===== config.mk =====
export PLATFORM = sky130hd
export DESIGN_NAME = mix_column_engine
export DESIGN_NICKNAME = d
export VERILOG_FILES = /design/src/rtl/mix_column_engine.sv
export SDC_FILE = /design/constraint.sdc
export NUM_CORES = 1
export LEC_CHECK = 0
export BUFFER_PORTS_ARGS = -buffer_cell sky130_fd_sc_hd__buf_2
export CAP_MARGIN = 0
export CORE_MARGIN = 4
export CORE_UTILIZATION = 45
export DETAILED_ROUTE_END_ITERATION = 8
export GPL_TIMING_DRIVEN = 0
export PLACE_DENSITY = 0.65
export SLEW_MARGIN = 20
export SYNTH_ARGS = -nofsm -noshare
export SYNTH_HDL_FRONTEND = slang
export SYNTH_SLANG_ARGS = --single-unit

===== constraint.sdc =====
create_clock -name clk -period 6 [get_ports clk]
set_clock_uncertainty 0.2 [all_clocks]
set_input_delay 0.3 -clock clk [delete_from_list [all_inputs] [get_ports clk]]
set_output_delay 0.3 -clock clk [all_outputs]
set_load 0.01 [all_outputs]

===== src/rtl/mix_column_engine.sv =====
// rtl/mix_column_engine.sv - serial AES MixColumns / InvMixColumns column mixer
//
// Purpose:
//   Mixes one 32-bit AES state column per handshake. The 16 constant
//   products M[r][c] * a_c are formed one multiplier bit per cycle with a
//   Horner shift-and-add in GF(2^8) and XOR-accumulated into the output
//   bytes. A column takes 64 calculation cycles plus one done cycle.
//
// Ports:
//   clk         in   rising-edge clock
//   rst_n       in   asynchronous active-low reset
//   valid       in   start request, sampled only while idle
//   inverse     in   0 = MixColumns, 1 = InvMixColumns (latched with valid)
//   column_in   in   [31:24]=a0 .. [7:0]=a3
//   busy        out  high while calculating and in the done cycle
//   done        out  one-cycle pulse, column_out final in this cycle
//   column_out  out  [31:24]=b0 .. [7:0]=b3

module mix_column_engine (
  input  logic        clk,
  input  logic        rst_n,
  input  logic        valid,
  input  logic        inverse,
  input  logic [31:0] column_in,
  output logic        busy,
  output logic        done,
  output logic [31:0] column_out
);

  typedef enum logic [1:0] {
    S_IDLE = 2'd0,
    S_CALC = 2'd1,
    S_DONE = 2'd2
  } state_t;

  state_t      r_state;
  state_t      w_state_next;

  logic [31:0] r_a;
  logic        r_mode;
  logic [7:0]  r_p;
  logic [5:0]  r_step;
  logic [31:0] r_out;

  logic [1:0]  w_r;
  logic [1:0]  w_c;
  logic [1:0]  w_k;
  logic [1:0]  w_base_idx;
  logic [1:0]  w_bit_idx;
  logic [1:0]  w_byte_idx;
  logic [3:0]  w_coef;
  logic [7:0]  w_ac;
  logic [7:0]  w_p_prev;
  logic [7:0]  w_p_next;

  // Multiply by x modulo x^8 + x^4 + x^3 + x + 1.
  function automatic logic [7:0] xtime(input logic [7:0] x);
    xtime = {x[6:0], 1'b0} ^ (x[7] ? 8'h1B : 8'h00);
  endfunction

  // Step counter layout {row, col, bit}; bit index advances fastest.
  assign w_r = r_step[5:4];
  assign w_c = r_step[3:2];
  assign w_k = r_step[1:0];

  // Circulant matrix: row r is the base row rotated right by r.
  assign w_base_idx = w_c - w_r;
  // Horner walks the 4-bit coefficient from its MSB down.
  assign w_bit_idx  = 2'd3 - w_k;
  // b0 lives in the top byte, so row r maps to byte lane 3-r.
  assign w_byte_idx = 2'd3 - w_r;

  always_comb begin
    w_coef = 4'd0;
    if (r_mode) begin
      case (w_base_idx)
        2'd0:    w_coef = 4'd14;
        2'd1:    w_coef = 4'd11;
        2'd2:    w_coef = 4'd13;
        default: w_coef = 4'd9;
      endcase
    end else begin
      case (w_base_idx)
        2'd0:    w_coef = 4'd2;
        2'd1:    w_coef = 4'd3;
        default: w_coef = 4'd1;
      endcase
    end
  end

  always_comb begin
    w_ac = 8'h00;
    case (w_c)
      2'd0:    w_ac = r_a[31:24];
      2'd1:    w_ac = r_a[23:16];
      2'd2:    w_ac = r_a[15:8];
      default: w_ac = r_a[7:0];
    endcase
  end

  // The first bit of each product starts from zero instead of the
  // previous product's leftover value.
  assign w_p_prev = (w_k == 2'd0) ? 8'h00 : r_p;
  assign w_p_next = xtime(w_p_prev) ^ (w_coef[w_bit_idx] ? w_ac : 8'h00);

  always_ff @(posedge clk or negedge rst_n) begin
    if (!rst_n) begin
      r_state <= S_IDLE;
    end else begin
      r_state <= w_state_next;
    end
  end

  always_comb begin
    w_state_next = r_state;
    case (r_state)
      S_IDLE: if (valid) w_state_next = S_CALC;
      S_CALC: if (r_step == 6'd63) w_state_next = S_DONE;
      S_DONE: w_state_next = S_IDLE;
      default: w_state_next = S_IDLE;
    endcase
  end

  always_ff @(posedge clk or negedge rst_n) begin
    if (!rst_n) begin
      r_a    <= 32'h0;
      r_mode <= 1'b0;
      r_p    <= 8'h00;
      r_step <= 6'd0;
      r_out  <= 32'h0;
    end else begin
      case (r_state)
        S_IDLE: begin
          if (valid) begin
            r_a    <= column_in;
            r_mode <= inverse;
            r_p    <= 8'h00;
            r_step <= 6'd0;
            r_out  <= 32'h0;
          end
        end
        S_CALC: begin
          r_p    <= w_p_next;
          r_step <= r_step + 6'd1;
          if (w_k == 2'd3) begin
            r_out[{w_byte_idx, 3'b000} +: 8] <= r_out[{w_byte_idx, 3'b000} +: 8] ^ w_p_next;
          end
        end
        default: ;
      endcase
    end
  end

  assign busy       = (r_state != S_IDLE);
  assign done       = (r_state == S_DONE);
  assign column_out = r_out;

endmodule

---- After elaboration in Yosys (flattened, before gate mapping) ----
Cells that the tools add are included.
word-level totals
  flip-flop bits (word level) ............. 81
  word-level logic and storage cells ...... 59
cells by class
  add/sub/neg operators ................... 5
  $lt $le $gt $ge ......................... 1
  eq/ne operators ......................... 11
  shifts and indexed selects .............. 3
  multiplexer cells ....................... 20
  bitwise logic cells ..................... 3
  reductions and logical operators ........ 10
operator list
  cell                                                   count
  2-to-1 mux 32 bit                                      2
  one-hot mux 32 bit (2 select lines)                    1
  bitwise mux 32 bit                                     1
  variable shift 8 x 7 -> 32 bit (first input constant)  1
  variable part select 32 x 6 -> 8 bit                   1
  variable part select 8 x 7 -> 32 bit                   1
  2-to-1 mux 8 bit                                       3
  one-hot mux 8 bit (3 select lines)                     1
  one-hot mux 8 bit (2 select lines)                     1
  XOR 8 bit                                              2
  one-hot mux 6 bit (2 select lines)                     1
  one-hot mux 3 bit (3 select lines)                     1
  equality test 2 bit (second input constant)            4
  zero test 2 bit                                        4
  one-hot mux 2 bit (2 select lines)                     2
  XOR 8 x 5 -> 8 bit                                     1
  negator 5 -> 7 bit                                     1
  adder 6 x 1 -> 6 bit (second input constant)           1
  equality test 2 x 1 -> 1 bit (second input constant)   3
  equality test 6 bit (second input constant)            1
  2-to-1 mux 6 bit                                       1
  != test 2 bit (second input constant)                  3
  AND reduction 2 bit                                    3
  2-to-1 mux 5 bit                                       1
  9 further kinds                                        12

---- Depth between registers and ports, before layout ----
  word-level depth ........................ 13
  depth in mapped cells ................... 9

---- Least setup slack after synthesis ----
No wires, ideal clock.
  path type ............................... register -> register
  start ................................... register r_step[2]
  end ..................................... register r_out[15], in the netlist column_out[15]
  arrival ................................. 2,396 ps
  slack ................................... 3,283 ps
  stages on the path, launching flop included .. 10
  buffers on the path ..................... 2
  period minus slack after synthesis ...... 2,717 ps
  path through ............................ dfrtp_1 buf_2 buf_2 inv_1 ha_1 nand2b_1 a21oi_1 nor3b_2 xnor2_2 a22o_1
between the ends
  word-level cells in the longest chain between the ends .. 13
ends and longest elaborated chain
  item                                                                                             line    RTL
  from (decl)                                                                                      42      logic [5:0] r_step;
  from (signal assigned)                                                                           144     r_step <= r_step + 6'd1;
  subtractor 2 bit                                                                                 67      assign w_base_idx = w_c - w_r;
  equality test 2 bit, or another cell as far along                                                76      case (w_base_idx)
  one-hot mux 3 bit (3 select lines) / one-hot mux 2 bit (2 select lines) (equally long branches)  76, 83
  2-to-1 mux 4 bit                                                                                 75      if (r_mode) begin
  binary-select mux 1 bit (select 2 bit)                                                           104     assign w_p_next = xtime(w_p_prev) ^ (w_coef[w_bit_idx] ? w_ac : 8'h00);
  2-to-1 mux 1 bit (not written as such)                                                           104
  2-to-1 mux 8 bit *                                                                               104
  XOR 8 bit *                                                                                      104
  XOR 8 bit *                                                                                      146     r_out[{w_byte_idx, 3'b000} +: 8] <= r_out[{w_byte_idx, 3'b000} +: 8] ^ w_p_next;
  variable part select 8 x 7 -> 32 bit *                                                           146
  bitwise mux 32 bit *                                                                             146
  2-to-1 mux 32 bit *                                                                              145     if (w_k == 2'd3) begin
  one-hot mux 32 bit (2 select lines) *                                                            132     case (r_state)
  to (signal, indexed assignment)                                                                  146
  to (decl)                                                                                        43      logic [31:0] r_out;
Every way passes the cells marked *; elsewhere a longest branch is shown, timed or not. The select of a mux whose other input is x is not followed.
A chain may end at the register's enable or synchronous reset.

---- Worst setup path after layout ----
  start ................................... register r_step[2]
  end ..................................... register r_out[20], in the netlist column_out[20]
Same word-level chain as after synthesis.

==> flow_metrics.tcl <==
set metrics [dict create \
    fin_crit_sh_pct 53.9 \
    dr.pass1.iters 4 \
    cpMostUsedCell "buf_2" \
    r2r_cells 9 \
    avgSynthCellArea_sq_um 13.2 \
    syn-cell-area_sq_um 4090 \
    start_util_pct 46.6 \
    rrSetupSlack_ns 2.77 \
    clock_latency_ns 0.36 \
    wl_per_cell_um 18.4 \
    max_slew_margin_pct 31.8 \
    clock_sinks 81 \
    num_vias 2945 \
    clk_transition_reported_paths_ns 0.09 \
    viasPerCell 5.48 \
    finalSetupTns_ns 0 \
    gp_congestion 0.794 \
    critPathRequiredTime_ns 6.02 \
    grt_pass1_vias 3146 \
    seq_area_frac_synth_pct 49.6 \
    drv_cap 0 \
    drtIter0Drc 132 \
    ant_nets 0 \
    power.density_nw_per_um2 466 \
    layout_commonest_cell "dfrtp_1" \
    period_minus_slack_ns 3.23 \
    drive_gt1_share_pct 36.6 \
    grt_pass1_wl_um 15800 \
    yosysUniqueCellTypes 35 \
    final-hold-violation-count 0 \
    cts_root_buf "clkbuf_8" \
    rsz0062_at_grt "no" \
    post_cts_buffers 0 \
    fmaxAchievable_ghz 0.309 \
    grt_max_degree 50 \
    antenna_found_initial 0 \
    post-place-ws_ns 2.77 \
    async_reset_ff_share_pct 100 \
    vdd_drop_max_v 0.000182 \
    grt_overflow 0 \
    fillCellCount 747 \
    multi_input_area_sq_um 1960 \
    coreArea_sq_um 8760 \
    cts_buffer_depth 2 \
    critPathLaunchType "flop" \
    yosys_warnings 0 \
    ctsResizeCount 0 \
    layout.cells.most_common_list "dfrtp_1 (81), buf_2 (74), dlygate4sd3_1 (34), mux2_2 (33), a22o_1 (31)" \
    tightest_slew_ns 1.02 \
    fin_ws_ns 2.77 \
    synth_edf_count 0 \
    critPathCaptureType "flop" \
    track_usage_pct 19.6 \
    dpl.hpwl_um 6750 \
    hold_class "in -> async" \
    rr_startpoint "r_step[2]$_DFFE_PN0P_" \
    critical_path_class "reg -> reg" \
    rows 34 \
    die_h_um 103 \
    status "complete, no violations" \
    ff_latch_area_sq_um 2030 \
    synthesis.nets 353 \
    fin_nets 468 \
    cp_slowest_stage_delay_ns 0.81 \
    area_growth_pct 25.3 \
    dieArea_sq_um 10700 \
    htree_levels 3 \
    wl_um 9870 \
    leakage_nw 2.32 \
    portBuffers 69 \
    cts_tree "yes" \
    path_cells "buf_2 > buf_2 > inv_1 > ha_1 > nand2b_1 > a21oi_1 > nor3b_2 > xnor2_1 > o21ai_0" \
    drv_slew 0 \
    die_w_um 103 \
    cts_buffers 9 \
    timing.rr.end "column_out[20]$_DFFE_PN0P_" \
    ys_seq_elements 81 \
    ios 70 \
    n_antenna_cell 0 \
    syn_inst 310 \
    crit_fanout 10 \
    setup_viol 0 \
    route.detailed.drc 0 \
    cp.arrival_ns 3.25 \
    synth_ff_type "dfrtp_1" \
    critPathSlowestCell "a21oi_1" \
]
metal layers:
metal / track usage (%) / wire (um) / vias up
met3: 3.69 / 289 / 13
li1: - / - / 1360
met5: 0 / 0 / -
met2: 33.0 / 5100 / 50
met4: 5.98 / 137 / 0
met1: 26.0 / 4350 / 1522
worst max path at each step:
stage | start | endpoint | cells past startpoint
finish | r_step[2]$_DFFE_PN0P_ | column_out[20]$_DFFE_PN0P_ | 9
floorplan | r_step[2]$_DFFE_PN0P_ | column_out[15]$_DFFE_PN0P_ | 9
global placement | r_step[2]$_DFFE_PN0P_ | column_out[12]$_DFFE_PN0P_ | 9
CTS | r_step[2]$_DFFE_PN0P_ | column_out[20]$_DFFE_PN0P_ | 9
detailed placement | r_step[2]$_DFFE_PN0P_ | column_out[20]$_DFFE_PN0P_ | 9
global route | r_step[2]$_DFFE_PN0P_ | column_out[20]$_DFFE_PN0P_ | 9
power breakdown:
part           internal [mW]  switching [mW]  leakage [nW]  total (mW)
Clock                  0.188           0.199        0.0909       0.387
Combinational          0.592           0.598          1.20        1.19
Sequential             0.702           0.109          1.03       0.811
stage by stage:
step	instances	instance area, sq um	util (%)	hold WS [ns]	total power [mW]
after floorplan	310	4090	-	-0.196	1.72
after global placement	487	4570	52.1	0.257	1.97
after detailed placement	488	4600	52.5	0.0866	1.99
after CTS	537	5120	58.4	0.241	2.40
after global routing	537	5120	58.4	0.295	2.55
final	537	5120	58.4	0.253	2.39
what timing repair did:
action	in CTS	in global routing
hold buffers	34	0
endpoints found under the setup margin	0	0
hold endpoints to repair	65	0
flip-flops by register name (all words and copies together) (netlist names):
name / cells
r_step: 6
r_mode: 1
column_out: 32
r_state: 2
r_a: 32
r_p: 8
cells in the mapped netlist, types with 3 or more instances:
| cell type | instances | share of area [%] |
|---|---|---|
| nand3_1 | 10 | 1.2 |
| mux4_2 | 16 | 8.8 |
| nand2_1 | 16 | 1.5 |
| nor2b_1 | 7 | 1.1 |
| xnor2_1 | 19 | 4.1 |
| nor3b_2 | 8 | 2.4 |
| buf_2 | 6 | 0.73 |
| nand2b_1 | 4 | 0.61 |
| xnor2_2 | 7 | 2.8 |
| ha_1 | 7 | 2.1 |
| dfrtp_1 | 81 | 50 |
| o21ai_0 | 11 | 1.3 |
| a21o_1 | 6 | 1.1 |
| nor2_1 | 8 | 0.73 |
| mux2_2 | 33 | 9.1 |
| a22o_1 | 31 | 6.6 |
| buf_1 | 3 | 0.28 |
| inv_1 | 7 | 0.64 |
| clkbuf_1 | 9 | 0.83 |
| o22ai_1 | 3 | 0.46 |
cell families (layout without fill, tap and decap cells):
| logic type | after synthesis | in the layout | synth area share (%) |
|---|---|---|---|
| DFF | 81 | 81 | 49.6 |
| and+or+nand+nor | 62 | 62 | 9.06 |
| AOI/OAI and AO/OA | 56 | 56 | 10.4 |
| muxes | 51 | 51 | 18.7 |
| xor gates and xnor gates | 28 | 28 | 7.62 |
| buffers and inverters | 25 | 144 | 2.48 |
| adders and majority gates | 7 | 7 | 2.14 |
cell type report:
type | count | share of cell area, %
clock buffers | 9 | 2.42
inverters | 7 | 0.513
plain buffers | 18 | 1.47
repair buffers | 104 | 14.0
clock inverters | 6 | 1.17
flip-flops and latches | 81 | 39.6
well taps | 108 | 2.64
multi-input cells | 204 | 38.2
worst max-delay path, delay by kind of cell, from the launching register on:
family | cells | cell delay (ns)
and+or+nand+nor | 2 | 0.32
DFF | 1 | 0.32
AOI/OAI and AO/OA | 2 | 0.97
xor gates and xnor gates | 1 | 0.38
buffers and inverters | 3 | 0.60
adders and majority gates | 1 | 0.31
Note: power is estimated with default switching activity, not from simulation.
